==> src/rtl/control_mult_acumulador.sv <==
// Sequencer and partial-product accumulator for a shift-and-add multiplier.
// Strobes the external operand shift registers and sums the shifted multiplicand.
module control_mult_acumulador #(
    parameter int WIDTH = 8
) (
    input  logic                 clk,
    input  logic                 rst,
    input  logic                 init,
    input  logic                 lsb_b,
    input  logic [2*WIDTH-1:0]   a_shifted,
    output logic                 load,
    output logic                 shift,
    output logic [2*WIDTH-1:0]   pp,
    output logic                 busy,
    output logic                 done
);

    localparam int CW = $clog2(WIDTH) + 1;
    localparam logic [CW-1:0] LAST_COUNT = CW'(WIDTH - 1);

    typedef enum logic [2:0] {
        IDLE,
        LOAD,
        CHECK,
        ADD,
        SHIFT,
        DONE
    } state_t;

    state_t          state_reg;
    logic [CW-1:0]   count_reg;

    // Strobes are computed from the next state so they are high exactly while
    // the FSM sits in the matching state.
    always_ff @(posedge clk or posedge rst) begin
        if (rst) begin
            state_reg <= IDLE;
            count_reg <= '0;
            pp        <= '0;
            load      <= 1'b0;
            shift     <= 1'b0;
            busy      <= 1'b0;
            done      <= 1'b0;
        end else begin
            load  <= 1'b0;
            shift <= 1'b0;
            done  <= 1'b0;
            case (state_reg)
                IDLE: begin
                    if (init) begin
                        state_reg <= LOAD;
                        load      <= 1'b1;
                        busy      <= 1'b1;
                    end
                end
                LOAD: begin
                    pp        <= '0;
                    count_reg <= '0;
                    state_reg <= CHECK;
                end
                CHECK: begin
                    if (lsb_b) begin
                        state_reg <= ADD;
                    end else begin
                        state_reg <= SHIFT;
                        shift     <= 1'b1;
                    end
                end
                ADD: begin
                    pp        <= pp + a_shifted;
                    state_reg <= SHIFT;
                    shift     <= 1'b1;
                end
                SHIFT: begin
                    count_reg <= count_reg + 1'b1;
                    if (count_reg == LAST_COUNT) begin
                        state_reg <= DONE;
                        done      <= 1'b1;
                    end else begin
                        state_reg <= CHECK;
                    end
                end
                DONE: begin
                    state_reg <= IDLE;
                    busy      <= 1'b0;
                end
                default: begin
                    state_reg <= IDLE;
                    busy      <= 1'b0;
                end
            endcase
        end
    end

endmodule
==> config.mk <==
export PLATFORM = sky130hd
export DESIGN_NAME = control_mult_acumulador
export DESIGN_NICKNAME = d
export VERILOG_FILES = /design/src/rtl/control_mult_acumulador.sv
export SDC_FILE = /design/constraint.sdc
export NUM_CORES = 1
export LEC_CHECK = 0
export CAP_MARGIN = 10
export CORE_UTILIZATION = 40
export CTS_BUF_LIST = sky130_fd_sc_hd__clkbuf_4 sky130_fd_sc_hd__clkbuf_8 sky130_fd_sc_hd__clkbuf_16
export CTS_CLUSTER_DIAMETER = 200
export DETAILED_ROUTE_END_ITERATION = 12
export GPL_ROUTABILITY_DRIVEN = 0
export PLACE_DENSITY = 0.66
export SETUP_SLACK_MARGIN = 0.3
export SLEW_MARGIN = 15
export SYNTH_ARGS = -nofsm -noshare
export SYNTH_HDL_FRONTEND = slang
export SYNTH_SLANG_ARGS = --single-unit
==> constraint.sdc <==
create_clock -name clk -period 2.8 [get_ports clk]
set_input_delay 0.56 -clock clk [delete_from_list [all_inputs] [get_ports clk]]
set_output_delay 0.56 -clock clk [all_outputs]
set_load 0.03 [all_outputs]
==> run_results.csv, run 1 <==
group,metric,value,unit
setup_path,endpoint_kind,"flop",
route,drt-met1-wl,1995,um
synthesis,synth_top_cell_area_share,37.01,%
setup_path,required,3000,ps
route,topRoutingLayerUsed,"met4",
cts,cts.clk_slew.worst_paths,90,ps
cells_and_area,mostFrequentLayoutCells,"clkdlybuf4s50_1 (37), nand2_1 (30), dfrtp_1 (26)",
sta,worst_pin_slew,606.3,ps
placement,place_ws,-223.0,ps
setup_path,crit_arrival,2610,ps
synthesis,synth.distinct_cells,47,
power,ir_worst_vdd,0.6045,mV
route,firstDrtPassIters,4,
synthesis,synth_seq_area_share,37.01,%
setup_path,crit_fanout,6,
flow_run,maxCapViolCount,0,
cells_and_area,design_area,2431,um2
route,ant_nets,0,
grt,antenna_found_initial,0,
synthesis,synthCells,207,
sta,maxSlewHeadroom,59.54,%
setup_path,crit_path_start_kind,"input port",
route,drcViolationCount,0,
cells_and_area,antenna_cells,0,
cts,cts_root_buffer,"clkbuf_8",
synthesis,synthTopCellsByArea,"dfrtp_1 (37%), ha_1 (11%), o21ai_0 (6.9%)",
hold_path,hold_class,"flop to flop",
placement,placed_area,2345,um2
synthesis,synth_edf_count,0,
power,p_leak,1.096,nW
grt,grt_overflow_total,0,
cells_and_area,syn2layout_area_growth,33.17,%
sta,final.setup.tns,0,ps
sta,final_hold_viol_count,0,
setup_path,slowest_stage,"or4b_1",
power,p_per_area,962.5,nW/um2
die,design.die.area,4838,um2
synthesis,synth_top_area_cell,"dfrtp_1",
die,io_pins,40,
cts,cts.path.max_buffers,2,
placement,dpl.hpwl,3074,um
cts,postCtsHoldBufs,0,
grt,gr-usage-all-layers,18.37,%
run_status,outcome,"complete, no violations",
sta,setup_viol,0,
cells_and_area,final_util,55.45,%
die,die_h,69.56,um
die,core_area,4384,um2
power,power.total,2.340,mW
route,drtIter0Drc,74,
route,routed-via-count,1617,
cts,postCtsSetupBuffers,0,
cts,cts_buffers,3,
route,wl_met2,1845,um
cells_and_area,fillCellCount,408,
cts,numClockSinks,27,
route,routed_wl,4066,um
placement,portBuffers,39,
synthesis,synth-async-reset-ratio,100.0,%
cts,cts_max_level,1,
cts,clk_latency,280,ps
synthesis,yosys_warnings,0,
cts,cts_tree,"yes",
route,met3RoutedLength,181,um
synthesis,ys_ff_latch,27,
sta,drv_slew,0,
route,viasPerCell,5.250,
sta,finalCriticalPeriod,2409,ps
grt,grt_pass1_wl,7107,um
sta,rsz0062_at_grt,"no",
synthesis,synth_fp_nets,244,
synthesis,syn_area,1826,um2
die,die_w,69.56,um
setup_path,critPathMaxStageDelay,450,ps
route,avgRoutedWirePerCell,13.20,um
cells_and_area,mostFrequentLayoutCell,"clkdlybuf4s50_1",
cells_and_area,drive_gt1_share,14.06,%
cells_and_area,nets,294,
cells_and_area,largest_reg_flops,16,
sta,worst_slack,391.3,ps
die,initial_utilization,41.64,%
die,rows,24,
sta,fin_skew,3.852,ps
synthesis,avgSynthCellArea,8.819,um2
sta,max_clock_freq,0.4152,GHz
sta,period_share,86.03,%
setup_path,worstSetupPathType,"input port to flop",
synthesis,synthFlopType,"dfrtp_1",
grt,grt_max_degree,20,
grt,grt_pass1_vias,1588,
setup_path,cp_cell_sequence,"clkdlybuf4s50_1 -> ha_2 -> a21oi_2 -> o21a_1 -> o31a_1 -> nand3b_1 -> or4b_1 -> o211ai_2",
[kinds of logic (layout without fill, tap and decap cells)]
group / count (synthesis) / after routing / synth area share [%]
and+or+nand+nor: 66 / 66 / 17.34
buffers and inverters: 15 / 64 / 3.152
AOI/OAI and AO/OA: 70 / 70 / 24.47
xor gates and xnor gates: 9 / 9 / 4.318
muxes: 3 / 3 / 1.645
DFF: 27 / 27 / 37.01
adders and majority gates: 17 / 17 / 12.06
[what timing repair did]
item                                    in CTS  in global routing
pin swaps                                    7                  5
resized for setup                            7                  9
endpoints found under the setup margin       4                  6
[synthesized netlist by cell type (3+ instances only)]
cell / instances
a21o_1: 3
a21oi_1: 18
dfrtp_1: 27
and3_1: 3
xnor2_1: 4
inv_1: 9
nor2_1: 11
o21ai_0: 25
ha_1: 16
clkbuf_1: 4
mux2i_1: 3
nand2_1: 30
nor3_1: 6
xor2_1: 5
[cell type report]
type | count | area (um2) | share of cell area [%]
inverters | 10 | 37.54 | 1.544
multi-input cells | 165 | 1129 | 46.42
flip-flops and latches | 27 | 676.9 | 27.84
well taps | 52 | 65.06 | 2.676
repair buffers | 50 | 474.2 | 19.51
clock buffers | 4 | 48.80 | 2.007
[critical path, delay by kind of cell]
family,cells,cell delay (ps)
AOI/OAI and AO/OA,4,690
and+or+nand+nor,2,550
buffers and inverters,1,420
adders and majority gates,1,390
[layer usage]
layer  track usage (%)  vias to the layer above
li1                  -                      847
met1             24.72                      734
met2             29.56                       31
met3             4.506                        5
met4             4.762                        0
met5                 0                        -
[final timing paths]
| kind | startpoint | to | slack (ps) | cells after the start |
|---|---|---|---|---|
| setup / recovery | a_shifted[8] | pp[15] | 390 | 8 |
| hold / removal | pp[12] | pp[12] | 520 | 2 |
| setup reg to reg | pp[0] | pp[14] | 570 | 9 |
| hold reg to reg | pp[12] | pp[12] | 520 | 2 |
| max in group asynchronous | rst | pp[9] | 1550 | 3 |
| min in group asynchronous | rst | count_reg[3] | 650 | 2 |
[report_power, final]
part	internal [mW]	switching, mW
sequential	0.531	0.153
combinational	0.624	0.797
clock	0.112	0.123
[through the flow]
step,hold WS (ps),instances
2_1_floorplan,508.1,207
3_3_place_gp,493.1,304
3_5_place_dp,498.2,304
4_1_cts,525.7,308
5_1_grt,548.3,308
6_report,519.6,308
(Power assumes the default switching activity.)
==> inputs of run 2 (changes only) <==
CORE_UTILIZATION = 30   (was 40)
PLACE_DENSITY = 0.52   (was 0.66)
==> run_results.csv, run 2 (synthesis results as in run 1) <==
group,metric,value,unit
sta,final_hold_viol_count,0,
sta,fin_hold_ws,523.0,ps
setup_path,crit_cells,8,
setup_path,cp_cell_sequence,"clkdlybuf4s50_1 -> ha_2 -> a21oi_2 -> o21a_1 -> o31a_1 -> nand3b_1 -> or4b_1 -> o211ai_2",
cells_and_area,final_util,41.62,%
route,ant_nets,0,
sta,drv_slew,0,
sta,final.setup.tns,0,ps
hold_path,hold_class,"flop to flop",
cts,cts_buffers,3,
power,p_per_area,957.3,nW/um2
grt,grt_util_met3,2.514,%
cts,numClockSinks,27,
route,avgRoutedWirePerCell,13.20,um
setup_path,endpoint_kind,"flop",
setup_path,ff2ff_setup_slack,490,ps
cts,cts.clk_slew.worst_paths,100,ps
die,die_w,80.01,um
route,firstDrtPassIters,4,
grt,grt_overflow_total,0,
grt,grt_max_degree,28,
grt,grt_pass1_wl,7452,um
die,initial_utilization,31.02,%
setup_path,crit_end,"pp[15]",
setup_path,required,3000,ps
setup_path,crit_fanout,6,
sta,maxSlewHeadroom,71.48,%
grt,grt_use_met1,19.87,%
die,die_h,80.01,um
setup_path,crit_path_start_kind,"input port",
sta,setup_viol,0,
placement,place_ws,-280.3,ps
power,p_leak,1.090,nW
cells_and_area,mostFrequentLayoutCells,"clkdlybuf4s50_1 (37), nand2_1 (30), dfrtp_1 (26)",
die,rows,28,
cts,cts.path.max_buffers,2,
setup_path,critPathMaxStageDelay,460,ps
placement,dpl.hpwl,3208,um
sta,worst_slack,372.8,ps
sta,finalCriticalPeriod,2427,ps
setup_path,cp.buffers_inverters,1,
route,viasPerCell,4.937,
cells_and_area,mostFrequentLayoutCell,"clkdlybuf4s50_1",
cts,clk_latency,270,ps
cells_and_area,largest_reg_flops,16,
setup_path,reg2reg_to,"pp[8]",
placement,portBuffers,39,
run_status,outcome,"complete, no violations",
route,drcViolationCount,0,
grt,antenna_found_initial,0,
route,routed-via-count,1639,
sta,max_clock_freq,0.4120,GHz
cells_and_area,drive_gt1_share,13.23,%
cells_and_area,design_area,2450,um2
setup_path,slowest_stage,"or4b_1",
cts,cts_tree,"yes",
power,ir_worst_vdd,0.3607,mV
setup_path,crit_start,"a_shifted[8]",
flow_run,maxCapViolCount,0,
setup_path,path_delay_family,"compound AO/OA/AOI/OAI gates",
route,routed_wl,4383,um
die,io_pins,40,
route,drtIter0Drc,104,
grt,busiest_layer,"met2",
sta,rsz0062_at_grt,"yes",
sta,worst_pin_slew,427.8,ps
cts,cts_root_buffer,"clkbuf_8",
sta,period_share,86.69,%
cells_and_area,nets,295,
setup_path,worst-r2r-cell-count,11,
setup_path,worstSetupPathType,"input port to flop",
grt,grt_pass1_vias,1616,
grt,met2_usage,24.62,%
cells_and_area,antenna_cells,0,
cells_and_area,syn2layout_area_growth,34.20,%
die,design.die.area,6401,um2
grt,gr-usage-all-layers,14.77,%
sta,fin_skew,5.747,ps
setup_path,r2r_start,"pp[0]",
cts,cts_max_level,1,
placement,placed_area,2366,um2
die,core_area,5886,um2
setup_path,crit_arrival,2630,ps
[run 2: power breakdown]
part / switching, mW / total (mW) / internal [mW]
logic: 0.801 / 1.42 / 0.618
registers: 0.154 / 0.684 / 0.531
clock network: 0.130 / 0.242 / 0.112
[run 2: worst min path at each step]
stage                     depth (start not counted)           end    startpoint
final                                             2        pp[12]        pp[12]
after global routing                              2         pp[0]         pp[0]
after CTS                                         2         pp[0]         pp[0]
after detailed placement                          2         pp[0]         pp[0]
after global placement                            2         pp[0]         pp[0]
after floorplan                                   2  count_reg[3]  count_reg[3]
[run 2: final cells by class]
class | count | area (um2)
well taps | 75 | 93.84
flip-flops and latches | 27 | 676.9
repair buffers | 51 | 478.0
inverters | 10 | 37.54
fillers | 621 | 3436
clock buffers | 4 | 48.80
multi-input cells | 165 | 1115
[run 2: repair_timing]
item / 4_1_cts / 5_1_grt
hold buffers: 0 / 0
buffers inserted: 1 / 1
endpoints found under the setup margin: 4 / 3
pin swaps: 6 / 2
resized for setup: 6 / 5
[run 2: tightest hold or removal path, cell delays in order (launching register included)]
cell and delay [ps]:
dfrtp_1 380, nand2_1 50, o21ai_0 60
[run 2: metrics by stage]
step / total power [mW] / instances
floorplan: 1.622 / 207
global placement: 2.081 / 326
detailed placement: 2.086 / 326
CTS: 2.340 / 331
global route: 2.562 / 332
finish: 2.345 / 332
[run 2: metal layers]
layer | vias up | part of all wire [%]
met5 | - | 0
met4 | 0 | 0.48
met3 | 2 | 4.4
met2 | 25 | 45
met1 | 760 | 50
li1 | 852 | -
